`src/rtl/multdiv_ctrl_pkg.sv`:
```
// Shared definitions for the multicycle multiply/divide sequencer.
//   - DefaultWidth : default operand/result width
//   - AluOpMult/Div: opcodes as they appear in the ALU opcode field
//   - state_e      : sequencer state encoding
package multdiv_ctrl_pkg;

  localparam int unsigned DefaultWidth = 32;

  localparam logic [4:0] AluOpMult = 5'b00110;
  localparam logic [4:0] AluOpDiv  = 5'b00111;

  typedef enum logic [1:0] {
    StIdle   = 2'd0,
    StMulRun = 2'd1,
    StDivRun = 2'd2,
    StDone   = 2'd3
  } state_e;

endpackage

```
`src/rtl/md_counter.sv`:
```
// Iteration counter for the mult/div sequencer: counts 0 .. ITERS-1 and wraps.
//   clock  : rising-edge clock
//   reset  : asynchronous active-high reset, clears the count
//   clear  : synchronous clear (takes priority over enable)
//   enable : advance the count this cycle
//   tc     : terminal count, high while the count equals ITERS-1
module md_counter #(
  parameter int unsigned ITERS = 32
) (
  input  logic clock,
  input  logic reset,
  input  logic clear,
  input  logic enable,
  output logic tc
);

  localparam int unsigned CntW = (ITERS > 1) ? $clog2(ITERS) : 1;

  logic [CntW-1:0] count_q, count_d;

  assign tc = (count_q == CntW'(ITERS - 1));

  always_comb begin
    count_d = count_q;
    if (clear) begin
      count_d = '0;
    end else if (enable) begin
      count_d = tc ? '0 : count_q + CntW'(1);
    end
  end

  always_ff @(posedge clock or posedge reset) begin
    if (reset) begin
      count_q <= '0;
    end else begin
      count_q <= count_d;
    end
  end

endmodule

```
`src/rtl/multdiv_ctrl.sv`:
```
// Multicycle signed multiply (radix-2 Booth) / divide (restoring) sequencer.
//   clock, reset          : rising-edge clock, async active-high reset
//   data_operandA/B       : multiplicand/dividend, multiplier/divisor (two's complement)
//   ctrl_MULT, ctrl_DIV   : one-cycle start pulses (both high = multiply; restart aborts)
//   data_result           : low WIDTH bits of product, or quotient truncated toward zero
//   data_exception        : overflow / divide-by-zero, valid with data_resultRDY
//   data_resultRDY        : one-cycle strobe, ITERS+1 cycles after the start edge
module multdiv_ctrl
  import multdiv_ctrl_pkg::*;
#(
  parameter int unsigned WIDTH = DefaultWidth,
  parameter int unsigned ITERS = WIDTH
) (
  input  logic             clock,
  input  logic             reset,
  input  logic [WIDTH-1:0] data_operandA,
  input  logic [WIDTH-1:0] data_operandB,
  input  logic             ctrl_MULT,
  input  logic             ctrl_DIV,
  output logic [WIDTH-1:0] data_result,
  output logic             data_exception,
  output logic             data_resultRDY
);

  localparam logic [WIDTH-1:0] MinVal = {1'b1, {(WIDTH-1){1'b0}}};

  state_e           state_q, state_d;
  logic [4:0]       op_q, op_d;
  // acc: Booth accumulator (one guard bit) or division remainder
  logic [WIDTH:0]   acc_q, acc_d;
  // q: multiplier shifting out / dividend shifting out, quotient shifting in
  logic [WIDTH-1:0] q_q, q_d;
  logic [WIDTH-1:0] m_q, m_d;
  logic             q1_q, q1_d;
  logic             neg_q, neg_d;
  logic             div_err_q, div_err_d;
  logic [WIDTH-1:0] result_q, result_d;
  logic             exc_q, exc_d;
  logic             rdy_q, rdy_d;

  logic             start, running, last_iter;
  logic [WIDTH-1:0] a_mag, b_mag;
  logic [WIDTH:0]   add_a, add_b, add_sum, booth, div_shift;
  logic             add_sub;
  logic [WIDTH:0]   mul_hi;

  assign start   = ctrl_MULT | ctrl_DIV;
  assign running = (state_q == StMulRun) || (state_q == StDivRun);
  assign a_mag   = data_operandA[WIDTH-1] ? ('0 - data_operandA) : data_operandA;
  assign b_mag   = data_operandB[WIDTH-1] ? ('0 - data_operandB) : data_operandB;

  assign div_shift = {acc_q[WIDTH-1:0], q_q[WIDTH-1]};
  // Upper WIDTH+1 bits of the 2*WIDTH product must be a pure sign extension
  assign mul_hi    = {acc_q[WIDTH-1:0], q_q[WIDTH-1]};

  md_counter #(
    .ITERS(ITERS)
  ) u_counter (
    .clock (clock),
    .reset (reset),
    .clear (start),
    .enable(running),
    .tc    (last_iter)
  );

  always_comb begin
    state_d = state_q;
    if (start) begin
      state_d = ctrl_MULT ? StMulRun : StDivRun;
    end else begin
      unique case (state_q)
        StIdle:             state_d = StIdle;
        StMulRun, StDivRun: if (last_iter) state_d = StDone;
        StDone:             state_d = StIdle;
        default:            state_d = StIdle;
      endcase
    end
  end

  // Single shared WIDTH+1-bit adder. In DONE it negates the quotient magnitude.
  always_comb begin
    add_a   = '0;
    add_b   = '0;
    add_sub = 1'b0;
    unique case (state_q)
      StMulRun: begin
        add_a   = acc_q;
        add_b   = {m_q[WIDTH-1], m_q};
        add_sub = q_q[0];  // Booth pair 10 subtracts, 01 adds
      end
      StDivRun: begin
        add_a   = div_shift;
        add_b   = {1'b0, m_q};
        add_sub = 1'b1;
      end
      StDone: begin
        add_b   = {1'b0, q_q};
        add_sub = neg_q;
      end
      default: ;
    endcase
    add_sum = add_a + (add_sub ? ~add_b : add_b) + {{WIDTH{1'b0}}, add_sub};
  end

  always_comb begin
    acc_d     = acc_q;
    q_d       = q_q;
    q1_d      = q1_q;
    m_d       = m_q;
    op_d      = op_q;
    neg_d     = neg_q;
    div_err_d = div_err_q;
    result_d  = result_q;
    exc_d     = exc_q;
    rdy_d     = 1'b0;
    booth     = acc_q;
    if (start) begin
      acc_d     = '0;
      q1_d      = 1'b0;
      neg_d     = data_operandA[WIDTH-1] ^ data_operandB[WIDTH-1];
      div_err_d = (data_operandB == '0) || ((data_operandA == MinVal) && (data_operandB == '1));
      if (ctrl_MULT) begin
        op_d = AluOpMult;
        q_d  = data_operandB;
        m_d  = data_operandA;
      end else begin
        op_d = AluOpDiv;
        q_d  = a_mag;
        m_d  = b_mag;
      end
    end else begin
      unique case (state_q)
        StMulRun: begin
          booth = (q_q[0] ^ q1_q) ? add_sum : acc_q;
          acc_d = {booth[WIDTH], booth[WIDTH:1]};
          q_d   = {booth[0], q_q[WIDTH-1:1]};
          q1_d  = q_q[0];
        end
        StDivRun: begin
          // Negative trial difference: keep the shifted remainder
          acc_d = add_sum[WIDTH] ? div_shift : add_sum;
          q_d   = {q_q[WIDTH-2:0], ~add_sum[WIDTH]};
        end
        StDone: begin
          rdy_d = 1'b1;
          if (op_q == AluOpMult) begin
            result_d = q_q;
            exc_d    = ~((&mul_hi) | ~(|mul_hi));
          end else if (div_err_q) begin
            result_d = '0;
            exc_d    = 1'b1;
          end else begin
            result_d = add_sum[WIDTH-1:0];
            exc_d    = 1'b0;
          end
        end
        default: ;
      endcase
    end
  end

  always_ff @(posedge clock or posedge reset) begin
    if (reset) begin
      state_q   <= StIdle;
      op_q      <= '0;
      acc_q     <= '0;
      q_q       <= '0;
      m_q       <= '0;
      q1_q      <= 1'b0;
      neg_q     <= 1'b0;
      div_err_q <= 1'b0;
      result_q  <= '0;
      exc_q     <= 1'b0;
      rdy_q     <= 1'b0;
    end else begin
      state_q   <= state_d;
      op_q      <= op_d;
      acc_q     <= acc_d;
      q_q       <= q_d;
      m_q       <= m_d;
      q1_q      <= q1_d;
      neg_q     <= neg_d;
      div_err_q <= div_err_d;
      result_q  <= result_d;
      exc_q     <= exc_d;
      rdy_q     <= rdy_d;
    end
  end

  assign data_result    = result_q;
  assign data_exception = exc_q;
  assign data_resultRDY = rdy_q;

endmodule

```
`config.mk`:
```
export PLATFORM = sky130hd
export DESIGN_NAME = multdiv_ctrl
export DESIGN_NICKNAME = d
export VERILOG_FILES = /design/src/rtl/multdiv_ctrl_pkg.sv /design/src/rtl/md_counter.sv /design/src/rtl/multdiv_ctrl.sv
export SDC_FILE = /design/constraint.sdc
export NUM_CORES = 1
export LEC_CHECK = 0
export CORE_MARGIN = 8
export CORE_UTILIZATION = 40
export CTS_BUF_LIST = sky130_fd_sc_hd__clkbuf_4 sky130_fd_sc_hd__clkbuf_8
export DETAILED_ROUTE_END_ITERATION = 12
export GPL_ROUTABILITY_DRIVEN = 1
export PLACE_DENSITY_LB_ADDON = 0.12
export SLEW_MARGIN = 20
export SYNTH_ARGS = -nofsm -noshare
export SYNTH_HDL_FRONTEND = slang
export SYNTH_SLANG_ARGS = --single-unit
```
`constraint.sdc`:
```
create_clock -name clock -period 6.8 [get_ports clock]
set_input_delay 1.36 -clock clock [delete_from_list [all_inputs] [get_ports clock]]
set_output_delay 1.36 -clock clock [all_outputs]
set_load 0.02 [all_outputs]
```
==> impl_metrics.py, run 1 <==
metrics = {
    "routing": {
        "vias": 12100,
        "ant_nets": 0,
        "drc": 0,
        "viasPerCell": 6.04,
        "drt_pass1_iterations": 5,
        "routed_wl_um": 43100,
        "drtIter0Drc": 1128,
        "wl_per_cell_um": 21.5,
    },
    "clocking": {
        "clock_latency_ps": 480,
        "cts-root-buf": "clkbuf_8",
        "clock_sinks": 143,
        "h-tree-depth": 4,
        "postCtsHoldBufs": 0,
        "cts_post_setup_buffers_inserted": 0,
        "clk_pin_slew_ps": 90,
        "clockBufferDepth": 2,
        "post_cts_resized": 0,
        "cts_tree": "yes",
        "cts_buffers": 17,
    },
    "yosys": {
        "syn_area_um2": 12200,
        "synth_fa_ha_area_share_pct": 4.28,
        "yosys_warnings": 0,
        "ys_ff_latch": 143,
        "async_flop_share_pct": 100,
        "synth_top_family_by_area": "compound AO/OA/AOI/OAI gates",
        "synthSimpleGateAreaFrac_pct": 18.4,
        "synth_edf_count": 0,
        "synth_common_cells": "nor2_1 (177), nand2_1 (166), a21oi_1 (153)",
        "synth_mux_area_share_pct": 3.62,
        "synth_compound_area_share_pct": 30.3,
        "syn_inst": 1578,
        "yosysSeqAreaShare_pct": 29.4,
        "synth-xor-area-share_pct": 8.72,
        "yosysTopAreaCell": "dfrtp_1",
        "synthFlopType": "dfrtp_1",
        "ys_types": 68,
        "synth_most_common_cell": "nor2_1",
        "synthesis.nets": 1687,
        "yosys.area.top_type_share_pct": 29.4,
        "synth_area_leaders": "dfrtp_1 (29%), a21oi_1 (6.3%), o21ai_0 (5.8%)",
        "avgSynthCellArea_um2": 7.70,
    },
    "critical_path": {
        "reg2reg_to": "acc_q[31]",
        "setup.worst_path.class": "reg -> reg",
        "worst-r2r-cell-count": 18,
        "reg2reg_slack_ps": 840,
        "timing.critical_path.arrival_ps": 6290,
        "endpoint_kind": "register",
        "r2r_start": "state_q[1]",
        "worstPathMaxFanout": 88,
        "setup.worst_path.start_class": "register",
        "worstPathRequired_ps": 7130,
    },
    "placed_design": {
        "dp_hpwl_um": 30800,
        "place_ws_ps": 913,
        "placed_area_um2": 13400,
        "io_buffers": 101,
        "place.gp.congestion": 0.935,
    },
    "min_path": {
        "whs_path_depth": 1,
        "hold_path_class": "reg -> reg",
        "hold_start": "op_q[1]",
        "holdPathEnd": "op_q[1]",
    },
    "finish": {
        "syn2layout_area_growth_pct": 13.4,
        "drive_above_1_share_pct": 5.16,
        "finish.net_count": 1705,
        "postLayoutCellArea_um2": 13800,
        "final_core_util_pct": 45.5,
        "nFillCells": 3116,
    },
    "sta": {
        "clock.fmax_mhz": 168,
        "setup_violations": 0,
        "fin_crit_ps": 5960,
        "finalCritPeriodShare_pct": 87.7,
        "drv_slew": 0,
        "fin_skew_ps": 20.4,
        "rsz0062_at_grt": "false",
        "slew_headroom_pct": 35.7,
        "hold_viol": 0,
        "final.setup.tns_ps": 0,
        "worst_slew_pin_slew_ps": 964,
        "worst_slack_ps": 836,
    },
    "die": {
        "rows": 64,
        "core_um2": 30300,
        "die_w_um": 190,
        "die_area_um2": 36200,
        "initial_core_util_pct": 40.1,
        "die_h_um": 190,
        "io_pins": 102,
    },
    "global_routing": {
        "grt_pass1_vias": 11300,
        "overflow": 0,
        "grt_max_degree": 89,
        "grt_pass1_wl_um": 67000,
        "antenna_found_initial": 1,
        "grtUsageTotal_pct": 23.4,
    },
    "outcome": {
        "status": "finished clean",
    },
    "power": {
        "ir_drop_v": 0.0000902,
        "p_leak_nw": 5.47,
        "p_total_w": 0.00316,
        "p_per_area_nw_per_um2": 229,
    },
    "flow_run": {
        "maxCapViolations": 0,
    },
}
==> kinds of logic (layout without fill, tap and decap cells) <==
logic type / Yosys count / in the layout
AOI/OAI and AO/OA: 581 / 581
xor gates and xnor gates: 121 / 121
adders and majority gates: 41 / 41
buffers and inverters: 157 / 187
DFF: 143 / 143
muxes: 44 / 44
other: 0 / 1
and+or+nand+nor: 491 / 491
==> how the worst max path moves through the flow <==
stage                     from         to  slack [ps]  cells past startpoint
floorplan                reset   acc_q[0]        1600                      1
CTS                 state_q[1]  acc_q[27]         890                     17
global placement    state_q[1]  acc_q[27]        1010                     17
global route        state_q[1]  acc_q[27]         340                     17
detailed placement  state_q[1]  acc_q[31]         910                     18
finish              state_q[1]  acc_q[31]         840                     18
==> power by group <==
part           switching (W)  internal, W
Combinational       0.000790     0.000518
Sequential          0.000137     0.000972
Clock               0.000366     0.000373
Total                0.00129      0.00186
==> layout by cell type, fill, tap and decap left out, types with 6 or more instances in the layout <==
| master | n |
|---|---|
| nor2_1 | 175 |
| xor2_1 | 51 |
| nor4_1 | 18 |
| a21oi_1 | 153 |
| nor3_1 | 20 |
| nand4_1 | 17 |
| clkbuf_8 | 21 |
| mux2i_1 | 44 |
| nor2b_1 | 19 |
| a21o_1 | 10 |
| dfrtp_1 | 143 |
| a22oi_1 | 90 |
| o31ai_1 | 24 |
| o41ai_1 | 9 |
| o21bai_1 | 6 |
| a211oi_1 | 50 |
| inv_1 | 29 |
| clkdlybuf4s50_1 | 99 |
| ha_1 | 38 |
| o21ai_0 | 140 |
| nand3_1 | 16 |
| and3_1 | 6 |
| buf_4 | 24 |
| nand2_1 | 166 |
| or3_1 | 11 |
| xnor2_1 | 68 |
| or4_1 | 8 |
| o21a_1 | 6 |
| a221oi_1 | 11 |
| a31oi_1 | 16 |
| o22ai_1 | 16 |
| o211ai_1 | 8 |
==> layer usage <==
metal,vias to the layer above,global-route usage [%],part of all wire [%]
met2,458,34.0,43
met3,35,4.68,6.9
met5,-,0,0
met4,0,6.09,1.6
li1,5825,-,-
met1,5801,34.7,48
==> stage by stage <==
| stage | hold WS [ps] | cells |
|---|---|---|
| 3_3_place_gp | 447 | 1973 |
| 3_5_place_dp | 457 | 1973 |
| 6_report | 482 | 2005 |
| 2_1_floorplan | 430 | 1578 |
| 5_1_grt | 524 | 2004 |
| 4_1_cts | 480 | 2004 |
==> layout make-up <==
class / count / area [um^2] / area share, %
Antenna cell: 1 / 2.50 / 0.0182
Sequential cell: 143 / 3580 / 26.0
Tap cell: 396 / 495 / 3.60
Clock inverter: 8 / 105 / 0.763
Multi-Input combinational cell: 1278 / 7990 / 58.0
Clock buffer: 23 / 304 / 2.21
Timing Repair Buffer: 124 / 1180 / 8.54
Inverter: 32 / 125 / 0.908
==> critical path: stages, from the launching register on <==
cell and delay [ps]:
dfrtp_1 440, inv_1 100, ha_2 200, buf_4 730
or2_2 780, a22oi_1 190, xnor2_1 180, nor2_1 60
ha_1 370, a211oi_1 270, nor2_1 80, o41ai_1 550
o311ai_0 270, a2111o_1 440, o211ai_1 100, buf_4 560
a21oi_1 150, a211oi_1 260, a211oi_1 80
==> sequential cells by signal (all words and copies together) (netlist names) <==
name,count
q1_q,1
acc_q,33
state_q,2
data_exception,1
u_counter.count_q,5
data_resultRDY,1
neg_q,1
div_err_q,1
q_q,32
data_result,32
m_q,32
op_q,2
(Power assumes the default switching activity.)
==> run 2: changes to the inputs <==
CORE_MARGIN = default   (was 8)
==> run 2 against run 1 <==
Against the previous run: global-route usage up 4.3 points; combinational power barely moved; register-to-register slack better by 710 ps; non-clock buffer count decreased by 3; final cell count decreased by 0.55%; clock power grew 2%; flip-flop and latch count unchanged; setup slack improved by 710 ps; die area decreased by 14%; largest power group unchanged; highest routed layer unchanged.
==> impl_metrics.py, run 2 (synthesized netlist as in run 1, its figures left out) <==
metrics = {
    "outcome": {
        "status": "finished clean",
    },
    "finish": {
        "post_layout_nonfiller_instances": 1994,
        "nFillCells": 3062,
        "mostFrequentLayoutCells": "nor2_1 (175), nand2_1 (166), a21oi_1 (153)",
        "final_core_util_pct": 46.2,
        "largest_reg_flops": 33,
        "syn2layout_area_growth_pct": 13.3,
        "drive_above_1_share_pct": 4.93,
        "top_register": "acc_q",
        "finish.net_count": 1702,
        "num_antenna_cells": 0,
        "final_common_cell": "nor2_1",
    },
    "clocking": {
        "clockBufferDepth": 2,
        "cts_tree": "yes",
        "clk_pin_slew_ps": 90,
        "cts_post_setup_buffers_inserted": 0,
        "clock_sinks": 143,
        "postCtsHoldBufs": 0,
        "cts_buffers": 17,
        "post_cts_resized": 0,
        "cts-root-buf": "clkbuf_8",
        "h-tree-depth": 4,
        "clock_latency_ps": 490,
    },
    "placed_design": {
        "place_inst": 1964,
        "io_buffers": 101,
        "place_ws_ps": 1590,
        "dp_hpwl_um": 30000,
        "place.gp.congestion": 0.919,
    },
    "die": {
        "io_pins": 102,
        "die_area_um2": 31100,
        "rows": 63,
        "die_w_um": 176,
        "initial_core_util_pct": 40.8,
        "core_um2": 29800,
        "die_h_um": 176,
    },
    "global_routing": {
        "antenna_found_initial": 0,
        "grtUsageTotal_pct": 27.7,
        "overflow": 0,
        "grt_pass1_wl_um": 66400,
        "grt_max_degree": 83,
        "grt_pass1_vias": 11400,
    },
    "sta": {
        "worst_slew_pin_slew_ps": 1040,
        "rsz0062_at_grt": "false",
        "fin_skew_ps": 23.7,
        "setup_violations": 0,
        "final.setup.tns_ps": 0,
        "fin_crit_ps": 5260,
        "slew_headroom_pct": 30.8,
        "hold_viol": 0,
        "drv_slew": 0,
        "worst_slack_ps": 1540,
        "holdWs_ps": 482,
        "clock.fmax_mhz": 190,
        "finalCritPeriodShare_pct": 77.3,
    },
    "routing": {
        "vias": 12200,
        "viasPerCell": 6.11,
        "drtIter0Drc": 1236,
        "wl_per_cell_um": 21.1,
        "drc": 0,
        "routed_wl_um": 42100,
        "ant_nets": 0,
        "drt_pass1_iterations": 6,
    },
    "critical_path": {
        "path_common_cell": "nor2_1",
        "path_cells": "inv_1, ha_2, or2_2, a22oi_1, xnor2_1, nor2_1, ha_1, a211oi_1, nor2_1, o41ai_1, o311ai_0, a2111o_1, o211ai_1, buf_4, a21oi_1, a2111oi_0",
        "endpoint_kind": "register",
        "max_stage_delay_ps": 710,
        "setup.worst_path.class": "reg -> reg",
        "crit_start": "state_q[1]",
        "worstPathRequired_ps": 7140,
        "critPathSlowestCell": "or2_2",
        "worstPathMaxFanout": 42,
        "timing.critical_path.arrival_ps": 5600,
        "r2r_start": "state_q[1]",
        "setup.worst_path.start_class": "register",
    },
    "power": {
        "p_leak_nw": 5.46,
        "ir_drop_v": 0.0000940,
        "p_per_area_nw_per_um2": 230,
    },
    "min_path": {
        "hold_path_class": "reg -> reg",
        "hold_start": "op_q[1]",
    },
    "flow_run": {
        "maxCapViolations": 0,
    },
}
-- run 2: layout make-up --
class / count / area (um^2) / share of cell area (%)
Clock buffer: 21 / 283 / 2.05
Clock inverter: 9 / 135 / 0.981
Inverter: 32 / 125 / 0.909
Multi-Input combinational cell: 1278 / 8010 / 58.2
Sequential cell: 143 / 3580 / 26.0
Tap cell: 390 / 488 / 3.54
Timing Repair Buffer: 121 / 1150 / 8.38
-- run 2: path summary, 6_finish.rpt --
path | cells after the start | slack (ps) | end
setup / recovery | 16 | 1540 | acc_q[27]
hold / removal | 1 | 480 | op_q[1]
setup reg to reg | 16 | 1540 | acc_q[27]
hold reg to reg | 1 | 480 | op_q[1]
max in group asynchronous | 3 | 4390 | data_result[26]
min in group asynchronous | 2 | 1320 | m_q[4]
-- run 2: worst max-delay path, delay by kind of cell, from the launching register on --
family                   cells  cell delay [ps]
AND/OR/NAND/NOR              3              860
AO/OA/AOI/OAI                8             2270
adder cells (fa/ha/maj)      2              720
XOR/XNOR                     1              180
buffers and inverters        2              650
flip-flops                   1              440
-- run 2: power by group --
part / switching (W) / total (W) / internal (W)
clock: 0.000365 / 0.000757 / 0.000393
sequential: 0.000139 / 0.00111 / 0.000972
combinational: 0.000782 / 0.00130 / 0.000516
-- run 2: metal layers --
metal  global-route usage, %  vias up  routed length, um
met1                    41.7     5804              20300
met2                    39.9      480              17800
met4                    9.28        0               1090
li1                        -     5830                  -
met5                       0        -                  0
met3                    4.29       65               2850
-- run 2: metrics by stage --
stage	total power (W)	instance area, um^2
after floorplan	0.00193	12200
after global placement	0.00240	13400
after detailed placement	0.00241	13400
after CTS	0.00317	13800
after global routing	0.00336	13800
final	0.00317	13800
==> run 3: changes to the inputs <==
clock period = 4.8 ns   (was 6.8 ns; I/O delays follow)
==> run 3 against run 2 <==
Against the previous run: worst hold slack better by 5.6 ps; via count is 0.94% higher; combinational power is 49% higher; routed wire length is 4.0% higher; sequential power is 41% higher; setup slack worse by 1300 ps; design area is 3.0% higher; clock skew is 6.1 ps lower; register-to-register slack worse by 1300 ps; utilization is 1.4 points higher; fmax is 15% higher; first-iteration DRC count is 2.3% higher; critical path type unchanged; largest power group unchanged; highest routed layer unchanged.
==> impl_metrics.py, run 3 (synthesized netlist as in run 1, its figures left out) <==
metrics = {
    "outcome": {
        "status": "finished clean",
    },
    "die": {
        "die_h_um": 176,
        "die_w_um": 176,
        "io_pins": 102,
        "rows": 63,
        "die_area_um2": 31100,
        "initial_core_util_pct": 40.8,
        "core_um2": 29800,
    },
    "clocking": {
        "h-tree-depth": 4,
        "clk_pin_slew_ps": 90,
        "clock_sinks": 143,
        "cts_tree": "yes",
        "cts_buffers": 17,
        "cts-root-buf": "clkbuf_8",
        "clockBufferDepth": 2,
        "clock_latency_ps": 500,
    },
    "finish": {
        "top_register": "acc_q",
        "num_antenna_cells": 0,
        "mostFrequentLayoutCells": "nor2_1 (175), nand2_1 (166), a21oi_1 (152)",
        "finish.net_count": 1741,
        "final_common_cell": "nor2_1",
        "nFillCells": 2987,
        "drive_above_1_share_pct": 7.42,
        "final_core_util_pct": 47.6,
        "largest_reg_flops": 33,
        "syn2layout_area_growth_pct": 16.7,
    },
    "critical_path": {
        "worstPathRequired_ps": 5140,
        "endpoint_kind": "register",
        "timing.critical_path.arrival_ps": 4920,
        "setup.worst_path.class": "reg -> reg",
        "crit_start": "state_q[1]",
        "setup.worst_path.start_class": "register",
        "r2r_start": "state_q[1]",
        "worstPathMaxFanout": 16,
    },
    "global_routing": {
        "grtUsageTotal_pct": 28.5,
        "overflow": 0,
        "antenna_found_initial": 0,
        "grt_pass1_vias": 11500,
        "grt_max_degree": 85,
        "grt_pass1_wl_um": 67700,
    },
    "routing": {
        "drt_pass1_iterations": 6,
        "drtIter0Drc": 1264,
        "ant_nets": 0,
        "vias": 12300,
        "drc": 0,
        "routed_wl_um": 43700,
        "viasPerCell": 6.04,
        "wl_per_cell_um": 21.5,
    },
    "min_path": {
        "hold_start": "op_q[1]",
        "hold_path_class": "reg -> reg",
    },
    "sta": {
        "drv_slew": 0,
        "worst_slew_pin_slew_ps": 962,
        "hold_viol": 0,
        "rsz0062_at_grt": "false",
        "fin_skew_ps": 17.6,
        "clock.fmax_mhz": 218,
        "setup_violations": 0,
        "final.setup.tns_ps": 0,
        "fin_crit_ps": 4580,
        "slew_headroom_pct": 35.8,
        "holdWs_ps": 488,
        "finalCritPeriodShare_pct": 95.4,
    },
    "power": {
        "p_total_w": 0.00471,
        "p_per_area_nw_per_um2": 332,
        "p_leak_nw": 5.70,
        "ir_drop_v": 0.000159,
    },
    "placed_design": {
        "io_buffers": 101,
        "dp_hpwl_um": 31300,
        "place.gp.congestion": 0.961,
    },
    "flow_run": {
        "maxCapViolations": 0,
    },
}
## run 3: metrics by stage
stage	setup slack, ps	cells	instance area (um^2)
after CTS	136	2032	14100
after global placement	273	2001	13700
final	219	2034	14200
after floorplan	2.07	1578	12200
after detailed placement	104	2001	13700
after global routing	33.5	2034	14200
## run 3: path summary, 6_finish.rpt
kind | to | slack [ps] | cells past startpoint
setup / recovery | acc_q[18] | 220 | 18
hold / removal | op_q[1] | 490 | 1
setup reg to reg | acc_q[18] | 220 | 18
hold reg to reg | op_q[1] | 490 | 1
max in group asynchronous | acc_q[24] | 2950 | 3
min in group asynchronous | m_q[4] | 940 | 2
## run 3: metal layers
layer / global-route usage, % / routed length [um] / up-vias / part of all wire, %
li1: - / - / 5909 / -
met1: 41.8 / 20900 / 5898 / 48
met2: 41.7 / 19100 / 446 / 44
met3: 5.58 / 3050 / 41 / 7.0
met4: 8.44 / 776 / 0 / 1.8
met5: 0 / 0 / - / 0
## run 3: what timing repair did
item | CTS | global route
endpoints found under the setup margin | 0 | 8
hold buffers | 0 | 0
setup buffers | 0 | 1
resized for setup | 0 | 7
## run 3: where the power goes
group / internal (W) / total [W] / switching (W)
Combinational: 0.000797 / 0.00194 / 0.00115
Clock: 0.000634 / 0.00120 / 0.000562
Sequential: 0.00138 / 0.00157 / 0.000195
## run 3: critical path: stages (launching register included)
cell	delay [ps]
dfrtp_1	430
inv_1	90
ha_2	220
or2_2	410
a22oi_1	240
xnor2_1	150
nor2_1	90
fa_1	460
a211oi_1	380
o211ai_1	200
nand2_1	150
o31ai_1	100
buf_4	170
a2111o_1	360
o211ai_1	190
buf_4	200
buf_6	250
mux2i_1	220
o32ai_1	90
## run 3: area by class of cell
cell class,count,area [um^2],area share [%]
Timing Repair Buffer,160,1510,10.6
Clock inverter,12,209,1.47
Clock buffer,19,249,1.76
Inverter,32,125,0.882
Sequential cell,143,3580,25.2
Multi-Input combinational cell,1278,8030,56.6
Tap cell,390,488,3.44
